<file path="src/rtl/isa.sv">
// Shared ISA-level types for the core and its memory-side glue.
// Holds the bus widths, the store-width encoding and the port arbiter states.
package isa;

  localparam int XLEN = 32;
  localparam int ILEN = 32;

  typedef enum logic [1:0] {
    MEM_BYTE = 2'd0,
    MEM_HALF = 2'd1,
    MEM_WORD = 2'd2
  } mem_access_t;

  typedef enum logic [1:0] {
    ARB_IDLE   = 2'd0,
    ARB_IFETCH = 2'd1,
    ARB_DACC   = 2'd2
  } arb_state_t;

endpackage

</file>
<file path="src/rtl/mem_port_arbiter.sv">
// Shares one req/ack memory bus between the core's fetch and data ports.
// Non-preemptive; data wins over fetch; 1-entry fetch buffer and 1-cycle data response buffer.
module mem_port_arbiter
  import isa::*;
(
  input  logic              clk,
  input  logic              nrst,
  input  logic [XLEN-1:0]   i_addr,
  output logic              i_miss,
  output logic [ILEN-1:0]   i_data,
  input  logic              d_rd_enable,
  input  logic              d_wr_enable,
  input  logic [XLEN-1:0]   d_addr,
  input  logic [XLEN-1:0]   d_wr_data,
  input  mem_access_t       d_wr_access_type,
  output logic              d_miss,
  output logic [XLEN-1:0]   d_rd_data,
  output logic              m_req,
  output logic              m_wr,
  output logic [XLEN-1:0]   m_addr,
  output logic [XLEN-1:0]   m_wr_data,
  output mem_access_t       m_wr_access_type,
  input  logic              m_ack,
  input  logic [XLEN-1:0]   m_rd_data
);

  arb_state_t        state_q, state_d;
  logic              ibuf_valid_q, ibuf_valid_d;
  logic [XLEN-1:0]   ibuf_addr_q, ibuf_addr_d;
  logic [ILEN-1:0]   ibuf_data_q, ibuf_data_d;
  logic              dbuf_valid_q, dbuf_valid_d;
  logic [XLEN-1:0]   dbuf_data_q, dbuf_data_d;
  logic              m_req_q, m_req_d;
  logic              m_wr_q, m_wr_d;
  logic [XLEN-1:0]   m_addr_q, m_addr_d;
  logic [XLEN-1:0]   m_wr_data_q, m_wr_data_d;
  mem_access_t       m_wr_type_q, m_wr_type_d;

  logic d_req;
  logic i_hit;
  logic same_word;

  assign d_req     = d_rd_enable | d_wr_enable;
  assign i_hit     = ibuf_valid_q && (ibuf_addr_q == i_addr);
  assign same_word = (m_addr_q[XLEN-1:2] == ibuf_addr_q[XLEN-1:2]);

  assign i_miss           = !i_hit;
  assign i_data           = ibuf_data_q;
  assign d_miss           = d_req && !dbuf_valid_q;
  assign d_rd_data        = dbuf_data_q;
  assign m_req            = m_req_q;
  assign m_wr             = m_wr_q;
  assign m_addr           = m_addr_q;
  assign m_wr_data        = m_wr_data_q;
  assign m_wr_access_type = m_wr_type_q;

  always_comb begin
    state_d      = state_q;
    ibuf_valid_d = ibuf_valid_q;
    ibuf_addr_d  = ibuf_addr_q;
    ibuf_data_d  = ibuf_data_q;
    // The data response is only presented for one cycle; the core consumes it then.
    dbuf_valid_d = 1'b0;
    dbuf_data_d  = dbuf_data_q;
    m_req_d      = m_req_q;
    m_wr_d       = m_wr_q;
    m_addr_d     = m_addr_q;
    m_wr_data_d  = m_wr_data_q;
    m_wr_type_d  = m_wr_type_q;

    unique case (state_q)
      ARB_IDLE: begin
        if (d_req && !dbuf_valid_q) begin
          state_d     = ARB_DACC;
          m_req_d     = 1'b1;
          m_wr_d      = d_wr_enable;
          m_addr_d    = d_addr;
          m_wr_data_d = d_wr_data;
          m_wr_type_d = d_wr_access_type;
        end else if (!i_hit) begin
          state_d  = ARB_IFETCH;
          m_req_d  = 1'b1;
          m_wr_d   = 1'b0;
          m_addr_d = i_addr;
        end
      end
      ARB_IFETCH: begin
        if (m_ack) begin
          state_d      = ARB_IDLE;
          m_req_d      = 1'b0;
          ibuf_valid_d = 1'b1;
          ibuf_addr_d  = m_addr_q;
          ibuf_data_d  = m_rd_data[ILEN-1:0];
        end
      end
      ARB_DACC: begin
        if (m_ack) begin
          state_d      = ARB_IDLE;
          m_req_d      = 1'b0;
          dbuf_valid_d = 1'b1;
          dbuf_data_d  = m_rd_data;
          // A store into the buffered instruction word makes the buffer stale.
          if (m_wr_q && same_word) begin
            ibuf_valid_d = 1'b0;
          end
        end
      end
      default: begin
        state_d = ARB_IDLE;
        m_req_d = 1'b0;
      end
    endcase
  end

  always_ff @(posedge clk or negedge nrst) begin
    if (!nrst) begin
      state_q      <= ARB_IDLE;
      ibuf_valid_q <= 1'b0;
      ibuf_addr_q  <= '0;
      ibuf_data_q  <= '0;
      dbuf_valid_q <= 1'b0;
      dbuf_data_q  <= '0;
      m_req_q      <= 1'b0;
      m_wr_q       <= 1'b0;
      m_addr_q     <= '0;
      m_wr_data_q  <= '0;
      m_wr_type_q  <= MEM_WORD;
    end else begin
      state_q      <= state_d;
      ibuf_valid_q <= ibuf_valid_d;
      ibuf_addr_q  <= ibuf_addr_d;
      ibuf_data_q  <= ibuf_data_d;
      dbuf_valid_q <= dbuf_valid_d;
      dbuf_data_q  <= dbuf_data_d;
      m_req_q      <= m_req_d;
      m_wr_q       <= m_wr_d;
      m_addr_q     <= m_addr_d;
      m_wr_data_q  <= m_wr_data_d;
      m_wr_type_q  <= m_wr_type_d;
    end
  end

  // Protocol expectations on the core and memory sides.
  a_no_rd_and_wr : assert property (@(posedge clk) disable iff (!nrst)
    !(d_rd_enable && d_wr_enable));

  a_d_stable : assert property (@(posedge clk) disable iff (!nrst)
    d_miss |=> $stable({d_rd_enable, d_wr_enable, d_addr, d_wr_data, d_wr_access_type}));

  a_ack_needs_req : assert property (@(posedge clk) disable iff (!nrst)
    m_ack |-> m_req_q);

endmodule

</file>
<file path="config.mk">
export PLATFORM = sky130hd
export DESIGN_NAME = mem_port_arbiter
export DESIGN_NICKNAME = d
export VERILOG_FILES = /design/src/rtl/isa.sv /design/src/rtl/mem_port_arbiter.sv
export SDC_FILE = /design/constraint.sdc
export NUM_CORES = 1
export LEC_CHECK = 0
export CORE_ASPECT_RATIO = 1.25
export CORE_MARGIN = 4
export CORE_UTILIZATION = 48
export CTS_CLUSTER_DIAMETER = 60
export DETAILED_ROUTE_END_ITERATION = 7
export PLACE_DENSITY = 0.85
export SLEW_MARGIN = 20
export SYNTH_ARGS = -nofsm -noshare
export SYNTH_HDL_FRONTEND = slang
export SYNTH_SLANG_ARGS = --single-unit
</file>
<file path="constraint.sdc">
create_clock -name clk -period 3.87 [get_ports clk]
set_input_delay 0.5805 -clock clk [delete_from_list [all_inputs] [get_ports clk]]
set_output_delay 0.5805 -clock clk [all_outputs]
set_load 0.005 [all_outputs]
</file>
# Word-level counts from Yosys, hierarchy flattened
# Index checks and enable logic that the tools add are counted.
# totals
ff_bits	168
input_bits	135
# classes
n_eq_ne	10
mux	18
bitwise_logic	1
n_reduce_logical	14
# op_table
cell	count
32-bit two-way mux	2
32-bit equality test	1
30-bit equality test	1
1-bit two-way mux	10
2-bit AND reduction	5
2-bit != test, second input constant	4
2-bit two-way mux	3
1-bit case mux with 2 select lines	2
2-bit case mux with 2 select lines	1
4-bit AND reduction	1
1-bit logical AND	3
3-bit != test, second input constant	1
2-bit by 1-bit equality test with 1-bit output, second input constant	1
2-bit equality test, second input constant	1
1-bit zero test	2
2-bit zero test	1
2-bit by 1-bit != test with 1-bit output, second input constant	1
2-bit nonzero test	1
2-bit OR reduction	1
1-bit bitwise OR	1

# Depth between registers and ports, before layout
# depth
word_depth	5
ltp_mapped	7
ltp_nobuf	7

# Least setup slack after synthesis
# OpenSTA, ideal clock, no wires.
# synth_timing
path_kind	in2out
from	input port i_addr[21]
to	output port i_miss
arrival_time_ns	1.835
required_ns	3.289
setup_slack_ns	1.454
cell_stages	5
path_buffers	0
path_cell_list	or2b_1 -> o2111ai_1 -> or4_4 -> nor4_4 -> inv_1
# synth_between
elab_chain_len	3
# synth_rtl
element	line_no	rtl
start: declaration	mem_port_arbiter.sv:8	input logic [XLEN-1:0] i_addr,
32-bit equality test	mem_port_arbiter.sv:44	assign i_hit = ibuf_valid_q && (ibuf_addr_q == i_addr);
1-bit logical AND	mem_port_arbiter.sv:44	
1-bit zero test	--	
end: declaration	mem_port_arbiter.sv:9	output logic i_miss,
# Every way passes these cells.

# Worst setup path in the final report
# layout_timing
from	input port i_addr[7]
to	output port i_miss
# Same word-level chain as after synthesis.

==> results by group <==
Floorplanning
  • Die ar.: between 0.015 and 0.02 sq mm
  • Die width: approximately 120 um
  • Die Y-Extent: 147 um
  • Row count: 50
  • Core Area: 0.0151 sq mm
  • IO Count: 269
  • Initial Util: 49.1%

Detailed routing
  • Routed Antenna Nets: 0
  • DRT Wirelength: 21300 um
  • Vias: between 5000 and 6000
  • 1st-pass router iterations: 5
  • Drt via density: 5.37
  • DRC violations left: 0
  • Initial DRC Count: ~280
  • Routed wire per std cell: 21.3 um

Timing
  • Period minus WS final: 3.38 ns
  • Slew of the pin with the lowest slew margin: 0.772 ns
  • Slew margin rel.: between 40 and 50%
  • RSZ-0062 raised after global routing: no
  • F_max: 0.296 GHz
  • Final setup vio count: 0
  • Final hold viol count: 0
  • Clock Skews: 0.00766 ns
  • Final Cycle Share: 87.4%
  • Count of pins over their slew limit: 0
  • Min Hold Slack: 0.181 ns
  • Fin Setup TNS: 0 ns

Placed design
  • Area after DPL: 0.0103 sq mm
  • DP Wirelength: roughly 16000 um
  • IO buf count: 268
  • Routability Congestion: a little over 0.9

Global routing
  • Largest net degree at the start of global routing: between 80 and 90
  • Gr ovfl total: 0
  • GRT Resource Usage Total: about 24%
  • Initial antenna violation count: 0
  • First-pass GRT wire length: about 33000 um
  • Vias in the first global route: 6043

Finish
  • Fill cells: 1035
  • Commonest cells after routing, fill and taps aside: 267 x clkdlybuf4s50_1, 167 x dfrtp_1, 130 x mux2_2
  • Most common cell after layout, fill and taps aside: clkdlybuf4s50_1
  • Post-route cell area: 0.0109 sq mm
  • Layout net count: between 900 and 1000
  • # diodes: 0
  • Area Overhead vs Synth: 46.9%
  • Share of layout cells above drive strength 1: between 20% and 30%

Logic synthesis
  • EDFF count, synth: 0
  • Synthesized area: 0.00741 sq mm
  • Count of cell types in the netlist: 35
  • Syn. warnings: 0
  • Top post-synthesis cells by area: dfrtp_1 56%, mux2_2 20%, xor2_1 6.3%
  • Area share of the largest cell type after synthesis: 56.4%
  • Syn Inst Count: 511
  • Async set-reset flop share out of synthesis: 100%
  • Post-Syn Nets: roughly 650
  • Seq/Total Area, Yosys: 56.8%
  • Avg Inst Size Synth: 14.5 sq um
  • Cell taking the most area after synthesis: dfrtp_1
  • Post-synth top flop: dfrtp_1
  • Synth Register Bits: 168

Worst setup path
  • RR Startpoint: ibuf_addr_q[22]$_DFFE_PN0P_
  • Crit path max-delay family: simple AND/OR/NAND/NOR gates
  • Reg2reg setup slack: 1.31 ns
  • Worst Setup Start Kind: primary input
  • Crit-path cells: clkdlybuf4s50_1 > xnor2_1 > nand3_1 > or4_4 > nor4_4 > inv_1 > clkdlybuf4s50_1
  • Register-to-Register Path Depth: 8
  • Crit Path Class: primary input to primary output
  • Worst stage delay on the critical path: 0.60 ns
  • Worst Path Buf+Inv: 3
  • Crit end category: primary output
  • Crit path required time: 3.29 ns
  • Slowest CP cell: or4_4
  • Worst path arrival time: 2.80 ns
  • CP Max Fanout: 2
  • Most Frequent Cell on Critical Path: clkdlybuf4s50_1
  • R2r endpoint: m_addr[17]$_DFFE_PN0P_

Clock network
  • Worst-path clk slew: roughly 0.07 ns
  • H-tree depth: 4
  • CTS tree: built
  • Clock net sink count: 168
  • Cts repair resizes: 0
  • Max Root-Sink Buffers: 2
  • Post CTS Setup Buffer Count: 0
  • Worst-Skew Late Latency: 0.42 ns
  • Clock tree root buffer cell: clkbuf_16
  • Hold_buf cts: 0
  • Cts bufs inserted: 17

Pwr
  • Switching share of total power: 33.0%
  • Leak Pwr: 4.42 nW
  • Net switching power: 0.00304 W
  • Worst VDD drop: 0.000538 V
  • Sequential power share: 36.8%
  • Clock share of power: 17.7%
  • Comb power frac: about 46%
  • Power Internal: 0.00618 W
  • Pwr Density: roughly 850 mW/mm^2

Run
  • Max-Cap Viols: 0

Worst hold path
  • Hold WC Path Type: primary input to async pin

Outcome
  • Status: completed
## area by class of cell
type | count | area (sq um) | area share (%)
Clock buffer | 17 | 425 | 3.91
Multi-Input combinational cell | 306 | 3030 | 27.9
Clock inverter | 15 | 138 | 1.27
Timing Repair Buffer | 279 | 2780 | 25.5
Inverter | 10 | 37.5 | 0.345
Sequential cell | 168 | 4210 | 38.7
Tap cell | 208 | 260 | 2.39
## cells by family after synthesis
| logic type | synth area share [%] |
|---|---|
| buf+inv | 2.45 |
| mux | 19.8 |
| fa+ha+maj | 0.507 |
| flops | 56.8 |
| xor+xnor | 6.62 |
| compound gates | 10.8 |
| simple gates | 3.06 |
## worst reg2reg max path: cells and delay by family (launching register included)
family	cells	cell delay, ns
simple gates	2	0.89
xor+xnor	1	0.20
compound gates	3	0.43
buf+inv	2	0.47
flops	1	0.43
## per-layer routing
metal | share of wire (%) | vias up | global-route usage (%)
met4 | 3.4 | 0 | 9.74
met1 | 35 | 2685 | 26.5
met5 | 0 | - | 0
met3 | 8.6 | 42 | 8.89
met2 | 53 | 260 | 42.8
li1 | - | 2403 | -
## through the flow
stage	total power (W)	util, %	setup WS (ns)	cells
finish	0.00922	72.1	0.488	1003
CTS	0.00931	72.1	0.491	1003
global route	0.00973	72.1	0.420	1003
floorplan	0.00534	-	1.45	511
detailed placement	0.00762	68.4	0.499	971
global placement	0.00743	68.4	0.509	971
## power by group through the flow
stage	Combinational [W]	Sequential [W]	Clock, W
4_1_cts	0.00426	0.00339	0.00166
3_3_place_gp	0.00411	0.00333	0
6_report	0.00420	0.00339	0.00163
2_1_floorplan	0.00203	0.00331	0
5_1_grt	0.00448	0.00350	0.00175
3_5_place_dp	0.00421	0.00341	0
## cell usage after synthesis, types with 3 or more instances
| cell | count |
|---|---|
| buf_2 | 4 |
| nand3_1 | 3 |
| mux2_2 | 130 |
| o21ai_0 | 3 |
| a21oi_1 | 3 |
| clkbuf_1 | 17 |
| dfrtp_1 | 167 |
| ha_1 | 3 |
| nand2b_1 | 4 |
| inv_1 | 10 |
| nor4_1 | 12 |
| xor2_1 | 53 |
| buf_6 | 4 |
| o22ai_1 | 34 |
| xnor2_1 | 3 |
| nand2_1 | 7 |
| a2bb2oi_2 | 30 |
## worst max path at each step
stage,cells after the start,start,to
after floorplan,5,i_addr[21],i_miss
after global placement,7,i_addr[22],i_miss
after detailed placement,7,i_addr[7],i_miss
after CTS,7,i_addr[7],i_miss
after global routing,7,i_addr[7],i_miss
final,7,i_addr[7],i_miss
## flip-flops by register name, indices dropped and copies added (netlist names)
register / count
state_q: 2
ibuf_valid_q: 1
ibuf_addr_q: 32
m_wr_access_type: 2
m_wr_data: 32
m_addr: 32
i_data: 32
m_wr: 1
d_rd_data: 32
m_req: 1
dbuf_valid_q: 1
(Power assumes the default switching activity.)
